## config.mk

```make
export PLATFORM = sky130hd
export DESIGN_NAME = monitor_sensores_flat
export DESIGN_NICKNAME = d
export VERILOG_FILES = /design/src/rtl/monitor_sensores_pkg.sv /design/src/rtl/monitor_sensores_if.sv /design/src/rtl/monitor_sensores_filtro_debounce.sv /design/src/rtl/monitor_sensores.sv /design/src/flat_wrapper.sv
export SDC_FILE = /design/constraint.sdc
export NUM_CORES = 1
export LEC_CHECK = 0
export ABC_AREA = 1
export CORE_UTILIZATION = 50
export CTS_CLUSTER_SIZE = 8
export DETAILED_ROUTE_END_ITERATION = 6
export DONT_BUFFER_PORTS = 1
export GPL_ROUTABILITY_DRIVEN = 0
export PLACE_DENSITY_LB_ADDON = 0.08
export SYNTH_ARGS = -nofsm -noshare
export SYNTH_HDL_FRONTEND = slang
export SYNTH_HIERARCHICAL = 1
export SYNTH_SLANG_ARGS = --single-unit
```

## constraint.sdc

```tcl
create_clock -name clk -period 2.5 [get_ports clk]
set_input_delay 0.375 -clock clk [delete_from_list [all_inputs] [get_ports clk]]
set_output_delay 0.375 -clock clk [all_outputs]
set_load 0.01 [all_outputs]
```

## src/rtl/monitor_sensores_pkg.sv

```systemverilog
// Shared definitions for the sensor monitor: state encodings and default timing parameters.
package monitor_sensores_pkg;

  typedef enum logic [1:0] {
    OCIOSO = 2'b00,
    PEDIDO = 2'b01,
    ESPERA = 2'b10,
    FALHA  = 2'b11
  } estado_t;

  localparam int DEBOUNCE_CYC_DEF = 4;
  localparam int EMPTY_CYC_DEF    = 8;
  localparam int COOLDOWN_CYC_DEF = 6;

endpackage

```

## src/rtl/monitor_sensores_if.sv

```systemverilog
// Request/level/command bundle between the sensor monitor and its environment.
interface monitor_sensores_if;

  logic       BT;
  logic       SN;
  logic       MC;
  logic       BZ;
  logic [1:0] estado;

  modport master (output BT, output SN, input MC, input BZ, input estado);
  modport slave  (input BT, input SN, output MC, output BZ, output estado);

endinterface

```

## src/rtl/monitor_sensores_filtro_debounce.sv

```systemverilog
// Two-flop synchronizer followed by a consecutive-cycle debounce filter for the request button.
module filtro_debounce
  import monitor_sensores_pkg::*;
#(
  parameter int DEBOUNCE_CYC = DEBOUNCE_CYC_DEF
) (
  input  logic clk,
  input  logic reset,
  input  logic in,
  output logic out
);

  localparam int CW = $clog2(DEBOUNCE_CYC + 1);
  localparam logic [CW-1:0] CNT_LAST = CW'(DEBOUNCE_CYC - 1);
  localparam logic [CW-1:0] CNT_ONE  = CW'(1);

  logic          sync1_r;
  logic          sync2_r;
  logic          out_r;
  logic [CW-1:0] cnt_r;

  // Synchronize the raw input, then commit a change only after it persists long enough
  always_ff @(posedge clk) begin
    if (reset) begin
      sync1_r <= 1'b0;
      sync2_r <= 1'b0;
      out_r   <= 1'b0;
      cnt_r   <= '0;
    end else begin
      sync1_r <= in;
      sync2_r <= sync1_r;
      if (sync2_r != out_r) begin
        if (cnt_r == CNT_LAST) begin
          out_r <= sync2_r;
          cnt_r <= '0;
        end else begin
          cnt_r <= cnt_r + CNT_ONE;
        end
      end else begin
        cnt_r <= '0;
      end
    end
  end

  assign out = out_r;

endmodule

```

## src/rtl/monitor_sensores.sv

```systemverilog
// Dispense-request monitor: debounced button drives a request/cooldown FSM, with a sticky
// reservoir-empty alarm that overrides everything until reset.
module monitor_sensores
  import monitor_sensores_pkg::*;
#(
  parameter int DEBOUNCE_CYC = DEBOUNCE_CYC_DEF,
  parameter int EMPTY_CYC    = EMPTY_CYC_DEF,
  parameter int COOLDOWN_CYC = COOLDOWN_CYC_DEF
) (
  input logic               clk,
  input logic               reset,
  monitor_sensores_if.slave bus
);

  localparam int EW = $clog2(EMPTY_CYC + 1);
  localparam int KW = $clog2(COOLDOWN_CYC + 1);
  localparam logic [EW-1:0] EMPTY_MAX = EW'(EMPTY_CYC);
  localparam logic [EW-1:0] EMPTY_ONE = EW'(1);
  localparam logic [KW-1:0] COOL_LOAD = KW'(COOLDOWN_CYC - 1);
  localparam logic [KW-1:0] COOL_ONE  = KW'(1);

  logic          bt_db_s;
  logic          bt_db_prev_r;
  logic          rise_s;
  logic          alarm_s;
  logic [EW-1:0] empty_cnt_r;
  logic [KW-1:0] cool_cnt_r;
  logic [KW-1:0] cool_cnt_nxt_s;
  estado_t       estado_r;
  estado_t       estado_nxt_s;
  logic          mc_r;
  logic          bz_r;

  filtro_debounce #(.DEBOUNCE_CYC(DEBOUNCE_CYC)) u_filtro (
    .clk   (clk),
    .reset (reset),
    .in    (bus.BT),
    .out   (bt_db_s)
  );

  assign rise_s  = bt_db_s & ~bt_db_prev_r;
  assign alarm_s = (empty_cnt_r == EMPTY_MAX);

  // Next-state and cooldown logic; the alarm overrides every state, including a rising edge
  always_comb begin
    estado_nxt_s   = estado_r;
    cool_cnt_nxt_s = cool_cnt_r;
    if (alarm_s) begin
      estado_nxt_s = FALHA;
    end else begin
      case (estado_r)
        OCIOSO: begin
          if (rise_s) begin
            estado_nxt_s = PEDIDO;
          end else begin
            estado_nxt_s = OCIOSO;
          end
        end
        PEDIDO: begin
          estado_nxt_s   = ESPERA;
          cool_cnt_nxt_s = COOL_LOAD;
        end
        ESPERA: begin
          // Edges seen here are intentionally discarded; only OCIOSO reacts to rise_s
          if (cool_cnt_r == '0) begin
            estado_nxt_s = OCIOSO;
          end else begin
            cool_cnt_nxt_s = cool_cnt_r - COOL_ONE;
          end
        end
        FALHA: begin
          estado_nxt_s = FALHA;
        end
        default: begin
          estado_nxt_s = OCIOSO;
        end
      endcase
    end
  end

  // State, counters and registered outputs; MC/BZ are decoded from the next state so they align with estado
  always_ff @(posedge clk) begin
    if (reset) begin
      estado_r     <= OCIOSO;
      cool_cnt_r   <= '0;
      empty_cnt_r  <= '0;
      bt_db_prev_r <= 1'b0;
      mc_r         <= 1'b0;
      bz_r         <= 1'b0;
    end else begin
      estado_r     <= estado_nxt_s;
      cool_cnt_r   <= cool_cnt_nxt_s;
      bt_db_prev_r <= bt_db_s;
      mc_r         <= (estado_nxt_s == PEDIDO);
      bz_r         <= (estado_nxt_s == FALHA);
      if (bus.SN) begin
        empty_cnt_r <= '0;
      end else if (!alarm_s) begin
        empty_cnt_r <= empty_cnt_r + EMPTY_ONE;
      end else begin
        empty_cnt_r <= empty_cnt_r;
      end
    end
  end

  assign bus.MC     = mc_r;
  assign bus.BZ     = bz_r;
  assign bus.estado = estado_r;

endmodule
```

## src/flat_wrapper.sv

```systemverilog
// flat-port wrapper written by rule: the top's interface ports become plain ports
module monitor_sensores_flat import monitor_sensores_pkg::*;
#(
  parameter int DEBOUNCE_CYC = DEBOUNCE_CYC_DEF,
  parameter int EMPTY_CYC    = EMPTY_CYC_DEF,
  parameter int COOLDOWN_CYC = COOLDOWN_CYC_DEF
)
  (clk, reset, bus_BT, bus_SN, bus_MC, bus_BZ, bus_estado);
  monitor_sensores_if bus_i ();
  input logic clk;
  input logic reset;
  input wire logic [$bits(bus_i.BT)-1:0] bus_BT;
  input wire logic [$bits(bus_i.SN)-1:0] bus_SN;
  output wire logic [$bits(bus_i.MC)-1:0] bus_MC;
  output wire logic [$bits(bus_i.BZ)-1:0] bus_BZ;
  output wire logic [$bits(bus_i.estado)-1:0] bus_estado;
  assign bus_i.BT = bus_BT;
  assign bus_i.SN = bus_SN;
  assign bus_MC = bus_i.MC;
  assign bus_BZ = bus_i.BZ;
  assign bus_estado = bus_i.estado;
  monitor_sensores #(.DEBOUNCE_CYC(DEBOUNCE_CYC), .EMPTY_CYC(EMPTY_CYC), .COOLDOWN_CYC(COOLDOWN_CYC)) u_core (.clk(clk), .reset(reset), .bus(bus_i));
endmodule
```

== Word level (Yosys, flattened, before mapping) ==
Cells that the tools add are included.
Word-level totals
  bits in registers: 18
  bits in latches: 0
  memory bits (writable): 0
  memory bits (read-only): 0
  input port bits: 4
  output and inout bits: 4
  word-level logic and storage cells: 39
  memories kept: 0
Cells by class
  $add $sub $neg: 3
  multipliers: 0
  divide/modulo/power cells: 0
  $lt $le $gt $ge: 0
  equality and inequality tests: 9
  shifts and indexed selects: 0
  mux-type cells: 6
  bitwise logic cells: 4
  reduce and logical (&&, ||, !) cells: 7
Operator list (count)
  2-bit case mux with 4 select lines: 1
  2-bit equality test (second input constant): 3
  3-bit case mux with 2 select lines: 1
  4-bit by 1-bit adder with 4-bit output (second input constant): 1
  2-bit by 1-bit equality test with 1-bit output (second input constant): 2
  4-bit equality test (second input constant): 1
  2-bit 2-to-1 mux: 2
  3-bit by 1-bit adder with 3-bit output (second input constant): 1
  3-bit by 2-bit equality test with 1-bit output (second input constant): 1
  3-bit zero test: 1
  3-bit 2-to-1 mux: 1
  1-bit NOT: 3
  3-bit AND reduction: 1
  3-bit OR reduction: 1
  3-bit by 1-bit subtractor with 3-bit output (second input constant): 1
  2-bit zero test: 1
  2-bit != test (second input constant): 1
  2-bit AND reduction: 1
  2-bit nonzero test: 1
  2-bit OR reduction: 1
  1-bit bitwise AND: 1
  1-bit 2-to-1 mux: 1
  1-bit != test: 1

== Depth between registers and ports, before layout ==
  word-level depth: 6
  depth in mapped cells: 9
  gate-level depth less buffers: 9

== Cells and area by module ==
The synthesis kept the hierarchy.
By module, submodules not included
  monitor_sensores: instances 1, cells each 80, area an instance 646.9 um^2, seq. area each 240.2 um^2
  filtro_debounce: instances 1, cells each 27, area an instance 226.5 um^2, seq. area each 120.1 um^2

== Worst setup path after synthesis ==
OpenSTA, ideal clock, no wires.
  path kind: register -> register
  start point: register u_core.estado_r[1] (netlist: u_core/bus.estado[1])
  end point: register u_core.cool_cnt_r[0]
  setup time: 0.113 ns
  arrival: 1.099 ns
  required time: 2.387 ns
  setup slack: 1.288 ns
  stages on the path, launching flop included: 6
  buffers on the path: 0
  clock period less this slack: 1.212 ns
  path through: dfxtp_1 inv_1 ha_1 nand4_1 nor2_1 nor2_1
Between the ends
  cells in the longest elaborated chain, start to end: 3
  elaborated cells between the ends (all ways): 6
  classes of those cells: 3 x eq/ne; 1 x mux; 2 x reduce/logical
RTL lines
  start: declaration: line monitor_sensores.sv:29  | estado_t estado_r;
  start signal: assignment: line monitor_sensores.sv:91  | estado_r <= estado_nxt_s;
  2-bit equality test or 2-bit by 1-bit equality test with 1-bit output (tied branches): line monitor_sensores.sv:51  | case (estado_r)
  2-bit != test (no line) or 2-bit nonzero test (tied branches)
  3-bit AND reduction (no line)
  end signal: assignment: line monitor_sensores.sv:92  | cool_cnt_r <= cool_cnt_nxt_s;
  end: declaration: line monitor_sensores.sv:27  | logic [KW-1:0] cool_cnt_r;
Several ways; a longest one is shown, not always the timed one.
A chain may end at the register's enable or synchronous reset.

== Worst setup path after layout ==
  start point: register u_core.estado_r[1] (netlist: u_core/bus.estado[1])
  end point: register u_core.cool_cnt_r[2]
The elaborated chain is that of the path after synthesis.

==> impl_results.md <==
* Top routing layer in use: met4
* Design area at 930 sq um
* Final hold viol count at 0
* Top cell type's share of synthesized area at 0.413
* Fmax at 742 MHz
* Final min period at 1350 ps
* Sequential share of the synthesized area at 0.413
* Layout cells sized above 1 at 0.126
* Total grt overflow at 0
* Top Ports at 8
* Clock Tree Root: clkbuf_4
* Dpl cell area at 893 sq um
* Pwr dens at 523 nW/um^2
* Unique masters post-synth at 19
* Critical path class: flop to flop
* Post_cts resized at 0
* Met3 Wirelength at 54 microns
* Num CTS Buffers at 3
* TritonRoute pass-1 iters at 6
* Reg2reg setup slack at 1150 ps
* CTS Hold Bufs at 0
* TritonCTS clock tree: yes
* Largest net degree at the start of global routing at 11
* Class of the worst hold path: input port to flop
* Final setup vio count at 0
* Hold slack at 131 ps
* Critical Path RT at 2700 ps
* VDD IR max at 0.316 mV
* CP max FO at 5
* Fill cells at 147
* H-tree Lvls at 1
* Static leakage at 0.417 nW
* Period utilization at 0.539
* Vias post-DR at 643
* RSZ-0062 raised after global routing: false
* Failing checks: design-rule violations
* Worst skew pair latency at 290 ps
* Die area at 1920 sq um
* Max Buffers Root-to-Sink at 2
* Arrival @ worst endpoint at 1550 ps
* DRT antenna net count at 0
* Gate Count Post-Synth at 107
* Max Cap Viol at 0
* Synthesized Nets at 121
* Initial Util at 0.554
* Layout Nets at 126
* Final Power at 486 uW
* Leading area contributor after synthesis: dfxtp_1
* Least-Margin Pin Slew at 241 ps
* Post-Synthesis Cell Area at 873 sq um
* Status: finished with violations
* Ys Warns at 6
* Post-DR vias/cell at 5.06
* Endpoint class of the critical path: flop
* Rows at 14
* Number of remaining DRC errors at 1
* WL per Instance at 9.98 microns
* Setup TNS at 0 ps
* Clock transition at path regs at 100 ps
* DRT met1 WL at 600 microns
* Vias in the first global route at 552
* Crit path launch type: flop
* Die H at 43.8 microns
* Multi-input gate area at 438 sq um
* First-pass GRT wire length at 2150 microns
* Synthesis-to-finish area growth at 6.45%
* Antenna violations before repair at 0
* Synthesized flop and latch total at 18
* Avg Synthesized Cell Area at 8.16 sq um
* Number of diodes at 0
* HPWL after DPL at 979 microns
* Core area at 1580 sq um
* WL final at 1270 microns
* Seq. cell area at 360 sq um
* # port buffers at 0
* Setup Fix Bufs, Post-CTS at 0
* Final core occ at 0.590
* Initial DRC count at 6
* Met2 wire len at 574 microns
* Die Width at 43.8 microns
* Synth area leaders: dfxtp_1 41%, ha_1 14%, nand2_1 8.6%, inv_1 7.7%, nor2_1 7.7%
* Worst Skew at 1.40 ps
* Pins Over Slew Limit at 0
* Relative slew slack at 0.839
* Overall global routing resource usage at 0.160
* Clock Sinks at 18
-- sequential cells by signal, indices dropped and copies added (netlist names) --
name                     cells
u_core/bt_db_prev_r          1
u_core/bus.estado            2
u_core/empty_cnt_r           4
u_core/u_filtro/out          1
u_core/u_filtro/sync2_r      1
u_core/bus.MC                1
u_core/cool_cnt_r            3
u_core/u_filtro/sync1_r      1
u_core/u_filtro/cnt_r        3
u_core/bus.BZ                1
-- where the power goes --
group / internal [mW] / switching, mW
logic: 0.00499 / 0.00767
registers: 0.290 / 0.00270
clock network: 0.0888 / 0.0915
-- path summary, 6_finish.rpt --
check | startpoint | to | depth (start not counted)
max | u_core/bus.estado[1]$_SDFF_PP0_ | u_core/cool_cnt_r[2]$_SDFFE_PP0P_ | 5
min reg2reg | u_core/u_filtro/sync1_r$_SDFF_PP0_ | u_core/u_filtro/sync2_r$_SDFF_PP0_ | 2
min | reset | u_core/u_filtro/sync1_r$_SDFF_PP0_ | 1
max reg2reg | u_core/bus.estado[1]$_SDFF_PP0_ | u_core/cool_cnt_r[2]$_SDFFE_PP0P_ | 5
-- metrics by stage --
step | cells | setup WS (ps)
floorplan | 107 | 1290
global placement | 123 | 1230
detailed placement | 123 | 1150
CTS | 127 | 1140
global route | 127 | 1020
finish | 127 | 1150
-- worst max-delay path, cell delays in order (launching register included) --
cell and delay [ps]:
dfxtp_1 470, inv_1 120, ha_1 380, nand4_1 140, nor2_1 110, nor2_1 50
-- layer usage --
metal,vias to the layer above,GRT usage
li1,338,-
met1,290,0.178
met2,11,0.257
met3,4,0.0417
met4,0,0.131
met5,-,0
-- cells by family (layout without fill, tap and decap cells) --
kind of cell / count (synthesis) / after routing / share of synthesized area
XOR/XNOR: 2 / 2 / 0.0201
flip-flops: 18 / 18 / 0.413
AO/OA/AOI/OAI: 6 / 6 / 0.0516
AND/OR/NAND/NOR: 51 / 51 / 0.287
adder cells (fa/ha/maj): 10 / 10 / 0.143
buffers and inverters: 20 / 24 / 0.0860
-- layout by cell type (no fill, tap or decap) --
cell      instances
nand3_4           2
a21oi_1           4
dfxtp_1          18
ha_1             10
clkbuf_8          1
or2_1             1
nand2_1          20
clkbuf_4          3
inv_1            18
nor3_1            2
nand3_1           1
xnor2_1           1
xor2_1            1
nand4_1           2
nor2_1           18
inv_2             2
a211oi_2          1
nand3_2           2
or2_0             1
nor2_2            2
o211ai_2          1
-- cells in the mapped netlist (all sizes together) --
library cell,count
nand4,2
nand3,5
a21oi,4
ha,10
nor3,2
nand2,20
o211ai,1
nor2,20
inv,20
a211oi,1
or2,2
dfxtp,18
xor2,1
xnor2,1
-- final cells by class --
class	instances	area share
multi-input combinational	69	0.471
clock buffer	4	0.0390
inverter	20	0.0808
sequential	18	0.388
tap	16	0.0215
Power figures use the tool's default switching activity.
